$ cat config.mk
export PLATFORM = sky130hd
export DESIGN_NAME = regfile_ctx_engine
export DESIGN_NICKNAME = d
export VERILOG_FILES = /design/src/rtl/regfile_ctx_engine.sv
export SDC_FILE = /design/constraint.sdc
export NUM_CORES = 1
export LEC_CHECK = 0
export CORE_MARGIN = 2
export CORE_UTILIZATION = 30
export CTS_CLUSTER_SIZE = 40
export DETAILED_ROUTE_END_ITERATION = 10
export PLACE_DENSITY = 0.59
export SYNTH_ARGS = -nofsm -noshare
export SYNTH_HDL_FRONTEND = slang
export SYNTH_SLANG_ARGS = --single-unit
export TNS_END_PERCENT = 50
$ cat constraint.sdc
create_clock -name clk -period 2.96 [get_ports clk]
set_clock_uncertainty 0.05 [all_clocks]
set_input_delay 0.592 -clock clk [delete_from_list [all_inputs] [get_ports clk]]
set_output_delay 0.592 -clock clk [all_outputs]
set_load 0.005 [all_outputs]
$ cat src/rtl/regfile_ctx_engine.sv
// regfile_ctx_engine
//
// Moves architectural registers r1..rNUM_REGS between the register file and a
// word-aligned context area in memory. A save reads each register through the
// register-file read port and writes it to memory. A restore reads each word
// from memory and writes it back through the register-file write port. Word n
// lives at base + 4*(n-1); the address arithmetic wraps modulo 2^32.
//
// Ports
//   clk, rst_n          clock (rising edge), asynchronous active-low reset
//   save_req            start a save (taken only in IDLE; wins over restore)
//   restore_req         start a restore (taken only in IDLE)
//   base_addr           context area byte address (bits [1:0] ignored)
//   busy, done          operation in progress / one-cycle completion pulse
//   rf_read_reg         register-file read address
//   rf_read_bus         read data, valid the cycle after rf_read_reg is driven
//   rf_reg_write,
//   rf_write_reg,
//   rf_write_bus        register-file write port
//   mem_req, mem_we,
//   mem_addr, mem_wdata memory request, held stable until mem_ack
//   mem_ack, mem_rdata  memory completion; mem_rdata valid with mem_ack
module regfile_ctx_engine #(
    parameter int NUM_REGS = 31
) (
    input  logic        clk,
    input  logic        rst_n,
    input  logic        save_req,
    input  logic        restore_req,
    input  logic [31:0] base_addr,
    output logic        busy,
    output logic        done,
    output logic [4:0]  rf_read_reg,
    input  logic [31:0] rf_read_bus,
    output logic        rf_reg_write,
    output logic [4:0]  rf_write_reg,
    output logic [31:0] rf_write_bus,
    output logic        mem_req,
    output logic        mem_we,
    output logic [31:0] mem_addr,
    output logic [31:0] mem_wdata,
    input  logic        mem_ack,
    input  logic [31:0] mem_rdata
);

    typedef enum logic [2:0] {
        IDLE    = 3'd0,
        SAVE_RD = 3'd1,
        SAVE_WR = 3'd2,
        RST_RD  = 3'd3,
        RST_WR  = 3'd4,
        DONE    = 3'd5
    } state_t;

    localparam logic [4:0] LAST_IDX = 5'(NUM_REGS);

    state_t      state_q, state_d;
    logic [4:0]  idx_q, idx_d;
    logic [31:0] base_q, base_d;
    logic [31:0] wdata_q, wdata_d;
    logic        wr_first_q, wr_first_d;
    logic [31:0] rdata_q, rdata_d;

    logic [31:0] req_addr;
    logic [31:0] wdata_cur;
    logic        last_idx;

    // Byte offset of word idx is 4*(idx-1); the 32-bit add wraps naturally.
    assign req_addr = base_q + {25'd0, idx_q - 5'd1, 2'b00};
    assign last_idx = (idx_q == LAST_IDX);

    // The read data only arrives in the first SAVE_WR cycle, so it is passed
    // straight through then and served from wdata_q for the rest of the wait.
    assign wdata_cur = wr_first_q ? rf_read_bus : wdata_q;

    // State register
    always_ff @(posedge clk or negedge rst_n) begin
        if (!rst_n) begin
            state_q    <= IDLE;
            idx_q      <= 5'd1;
            base_q     <= 32'd0;
            wdata_q    <= 32'd0;
            wr_first_q <= 1'b0;
            rdata_q    <= 32'd0;
        end else begin
            state_q    <= state_d;
            idx_q      <= idx_d;
            base_q     <= base_d;
            wdata_q    <= wdata_d;
            wr_first_q <= wr_first_d;
            rdata_q    <= rdata_d;
        end
    end

    // Next-state logic
    always_comb begin
        state_d    = state_q;
        idx_d      = idx_q;
        base_d     = base_q;
        wdata_d    = wdata_q;
        wr_first_d = 1'b0;
        rdata_d    = rdata_q;
        case (state_q)
            IDLE: begin
                if (save_req) begin
                    state_d = SAVE_RD;
                    idx_d   = 5'd1;
                    base_d  = base_addr & 32'hFFFF_FFFC;
                end else if (restore_req) begin
                    state_d = RST_RD;
                    idx_d   = 5'd1;
                    base_d  = base_addr & 32'hFFFF_FFFC;
                end
            end
            SAVE_RD: begin
                state_d    = SAVE_WR;
                wr_first_d = 1'b1;
            end
            SAVE_WR: begin
                wdata_d = wdata_cur;
                if (mem_ack) begin
                    if (last_idx) begin
                        state_d = DONE;
                    end else begin
                        idx_d   = idx_q + 5'd1;
                        state_d = SAVE_RD;
                    end
                end
            end
            RST_RD: begin
                if (mem_ack) begin
                    rdata_d = mem_rdata;
                    state_d = RST_WR;
                end
            end
            RST_WR: begin
                if (last_idx) begin
                    state_d = DONE;
                end else begin
                    idx_d   = idx_q + 5'd1;
                    state_d = RST_RD;
                end
            end
            DONE:    state_d = IDLE;
            default: state_d = IDLE;
        endcase
    end

    // Outputs are decoded from the registered state so that reset clears
    // them immediately, without waiting for a clock edge.
    always_comb begin
        busy         = (state_q != IDLE);
        done         = (state_q == DONE);
        rf_read_reg  = 5'd0;
        rf_reg_write = 1'b0;
        rf_write_reg = 5'd0;
        rf_write_bus = 32'd0;
        mem_req      = 1'b0;
        mem_we       = 1'b0;
        mem_addr     = 32'd0;
        mem_wdata    = 32'd0;
        case (state_q)
            SAVE_RD: rf_read_reg = idx_q;
            SAVE_WR: begin
                mem_req   = 1'b1;
                mem_we    = 1'b1;
                mem_addr  = req_addr;
                mem_wdata = wdata_cur;
            end
            RST_RD: begin
                mem_req  = 1'b1;
                mem_addr = req_addr;
            end
            RST_WR: begin
                rf_reg_write = 1'b1;
                rf_write_reg = idx_q;
                rf_write_bus = rdata_q;
            end
            default: ;
        endcase
    end

endmodule
* Word level (Yosys, flattened, before mapping)
Cells that the tools add are included.
** Operators by class
- Multiplexer cells :: 24
- Equality and inequality tests :: 9
- $add $sub $neg :: 3
- Reduce and logical (&&, ||, !) cells :: 9
** Operators by type and width (number)
- $mux 32 :: 6
- $add 32x7->32 :: 1
- $mux 5 :: 6
- $mux 3 :: 6
- $pmux 3 s5 :: 1
- $pmux 5 s3 :: 1
- $eq 3x2->1 const B :: 2
- $eq 3x3->1 const B :: 2
- $reduce_and 3->1 :: 2
- $reduce_bool 3->1 :: 2
- $add 5x1->5 const B :: 1
- $eq 5x5->1 const B :: 1
- $sub 5x1->5 const B :: 1
- $mux 1 :: 4
- $ne 2x2->1 const B :: 2
- $reduce_and 2->1 :: 2
- $eq 3x1->1 const B :: 1
- $logic_not 3->1 :: 1
- $ne 3x3->1 const B :: 1
- $reduce_bool 2->1 :: 1
- $reduce_or 2->1 :: 1
** Word-level totals
- Flip-flop bits (word level) :: 105

* Logic depth before layout (Yosys ltp)
- Depth after elaboration :: 4
- Mapped depth :: 10
- Gate-level depth less buffers :: 9

* Worst setup path before layout
No wires, ideal clock.
- Path type :: flip-flop to output port
- Start :: register idx_q[0]
- End :: output port mem_addr[30]
- Arrival time :: 2.517 ns
- Path slack :: -0.199 ns
- Stages on the path, launching flop included :: 11
- Path through :: dfstp_2 -> inv_1 -> ha_1 -> nor3b_1 -> xor2_1 -> ha_1 -> a41oi_1 -> o21a_1 -> clkbuf_1 -> nor4_1 -> mux2i_1
** On the way
- Word-level cells in the longest chain between the ends :: 3
** RTL lines
- start, declared :: line 58 : logic [4:0] idx_q, idx_d;
- start signal, assigned :: line 87 : idx_q <= idx_d;
- $sub 5x1->5 :: line 69 : assign req_addr = base_q + {25'd0, idx_q - 5'd1, 2'b00};
- $add 32x7->32 :: line 69
- $mux 32 :: line 162 : case (state_q)
- end, declared :: line 40 : output logic [31:0] mem_addr,
Every way passes these cells.

* Worst setup path in the final report
- Start :: register idx_q[0]
- End :: output port mem_addr[14]
Same word-level chain as after synthesis.

==> metrics <==
DRT antenna net count=0; nature of the critical path endpoint=output pin; initial antenna violation count=1; I/O Buffers=approximately 210; ys flop type=dfrtp_1; core area=slightly below 20000 um^2; clock latency on the worst-skew pair=between 0.3 and 0.4 ns; vias in the first global route=~5400; met2 wire len=8910 um; grt ovf=0; ranking of synthesized cells by area=dfrtp_1, mux2_2, mux2_4; average size of a mapped cell=roughly 11 um^2; hpwl dp=12300 um; worst path required time=roughly 2.3 ns; clk slew on worst S/H paths=approximately 0.08 ns; CP max stage delay=approximately 0.56 ns; fraction of registers with async set/reset=1.00; IO Pins=between 200 and 250; Distinct cells, synth=57; Final WS setup=-0.648 ns; flop-to-flop setup slack=around 0.37 ns; clk buf depth=2; area share of the leading cell type in the synthesized netlist=0.425; total CTS buffers=9; Peak supply drop=about 0.40 mV; yosys warns=0; drt pass-1 iters=4; DRT iter0 DRCs=between 150 and 200; synthesized area=about 6000 um^2; sequential area share after synthesis=0.429; minimum clock period=around 3.6 ns; fmax=approximately 280 MHz; share of layout cells above drive strength 1=0.340; reg-to-reg startpoint=idx_q[0]$_DFFE_PN1P_; CP cell instances=inv_2, ha_4, nor3b_4, xor2_1, ha_2, a41oi_4, o21a_4, buf_12, or4_4, a21oi_2, buf_2; CTS H-Tree Depth=3; clock tree sinks=around 100; routed len/inst=roughly 17 um; Final nets=~900; slew margin rel.=0.373; Met1 Routed Length=roughly 7400 um; first-pass GRT wire length=~29000 um; root buffer selected by CTS=clkbuf_16; Worst Tran Pin Value=around 0.94 ns; pre-CTS setup slack=-0.656 ns; hold_buf cts=0; Post-synth top cells=dfrtp_1, mux2_2, and2_1; violated checks=negative setup slack; die height=~150 um; status=finished with violations; class of the worst hold path=in2async; worst hold-check slack=~0.33 ns; initial core utilization=0.308; Residual DRC=0; TritonCTS clock tree=done; largest net degree at the start of global routing=71; critical path peak fanout=8; Syn Inst Count=approximately 550; post-DR vias/cell=between 4 and 5; PwrDens=just over 1000 nW/um^2; met3 WL=~1200 um; FF+latch count, synth=103; Total Routing Usage GR=0.165; Yosys top cell by area=dfrtp_1; most common cell in the netlist=dfrtp_1; unrepaired setup endpoints after global routing=yes; Area growth syn-to-layout=57.4%; max_cap viols=0; DR top layer=met4; worst r2r dst=idx_q[3]$_DFFE_PN0P_; gpl congestion=just over 0.8; setup violators final=27; WL final=about 18000 um; Chip Width=between 100 and 150 um; R2R depth=9; Setup CP Type=reg2out; fin. max-slew vios=0; Pleak=~3.9 nW; Core Util, Final=0.484; CP startpoint kind=register; final worst-path cycle share=1.22; FP Rows=51; Hold Vio Cnt, Final=0; Worst EP arrival=around 3 ns; vias=approximately 5100; Die Area=21200 um^2; Post-synth EDFFs=0; Overall Power=9.79 mW; critical path's slowest cell=dfstp_2
==> layer usage <==
layer  up-vias  track usage
met5         -            0
met2       181        0.285
met1      2512        0.196
li1       2404            -
met4         0       0.0490
met3        28       0.0533
==> worst max-delay path: cells and delay by family, from the launching register on <==
family | cells | cell delay [ns]
fa+ha+maj | 2 | 0.53
simple gates | 2 | 0.62
compound gates | 3 | 0.43
xor+xnor | 1 | 0.15
buf+inv | 3 | 0.32
flops | 1 | 0.56
==> per-stage QoR <==
stage	cells	TNS (ns)	area, um^2
floorplan	547	-0.216	6070
global placement	1020	-12.08	8580
detailed placement	1020	-13.10	8580
CTS	1050	-12.90	9180
global route	1059	-16.10	9460
finish	1059	-13.26	9460
==> worst max-delay path by stage <==
stage / start / endpoint / slack [ns] / cells past startpoint
after floorplan: idx_q[0]$_DFFE_PN1P_ / mem_addr[19] / -0.04 / 9
after global placement: idx_q[0]$_DFFE_PN1P_ / mem_addr[26] / -0.57 / 11
after detailed placement: idx_q[0]$_DFFE_PN1P_ / mem_addr[28] / -0.66 / 11
after CTS: idx_q[0]$_DFFE_PN1P_ / mem_addr[14] / -0.66 / 11
after global routing: idx_q[1]$_DFFE_PN0P_ / mem_addr[28] / -0.74 / 11
final: idx_q[0]$_DFFE_PN1P_ / mem_addr[14] / -0.65 / 11
==> layout make-up <==
type / count / area (um^2)
Antenna cell: 1 / 2.50
Clock buffer: 9 / 225
Clock inverter: 7 / 91.3
Fill cell: 1818 / 10100
Inverter: 11 / 46.3
Multi-Input combinational cell: 396 / 3620
Sequential cell: 103 / 2580
Tap cell: 265 / 332
Timing Repair Buffer: 267 / 2550
==> flip-flops by register name, indices dropped and copies added, names as in the netlist <==
name / flops
wdata_q: 32
rdata_q: 32
idx_q: 5
wr_first_q: 1
state_q: 3
base_q: 30
==> cell families (layout without fill, tap and decap cells) <==
family / Yosys count / in the layout / synth area share
other: 1 / 3 / 0.000624
XOR/XNOR: 7 / 7 / 0.0102
adder cells (fa/ha/maj): 10 / 10 / 0.0221
buffers and inverters: 48 / 294 / 0.0477
AO/OA/AOI/OAI: 57 / 57 / 0.0596
AND/OR/NAND/NOR: 186 / 186 / 0.170
flip-flops: 103 / 103 / 0.429
multiplexers: 134 / 134 / 0.261
==> power by group <==
group          internal (mW)  switching [mW]
logic                   3.29            2.57
clock network          0.619           0.649
registers               2.11           0.558
==> placed cells by master, fill, tap and decap left out, drive strengths merged, types with 6 or more instances in the layout <==
master	instances
clkdlybuf4s50	177
dfrtp	102
mux2	91
buf	88
and2	46
mux2i	43
nor2	43
nand2	27
a21oi	18
o21ai	14
inv	14
o31ai	13
nand2b	12
nand3	12
clkbuf	10
or4	9
ha	9
nor4	6
==> what timing repair did <==
item / CTS / global route
resized for setup: 175 / 41
setup buffers: 13 / 7
setup endpoints to repair: 69 / 88
pin swaps: 27 / 21
cloned: 1 / 1
No activity file was read; power rests on OpenSTA's default activity.
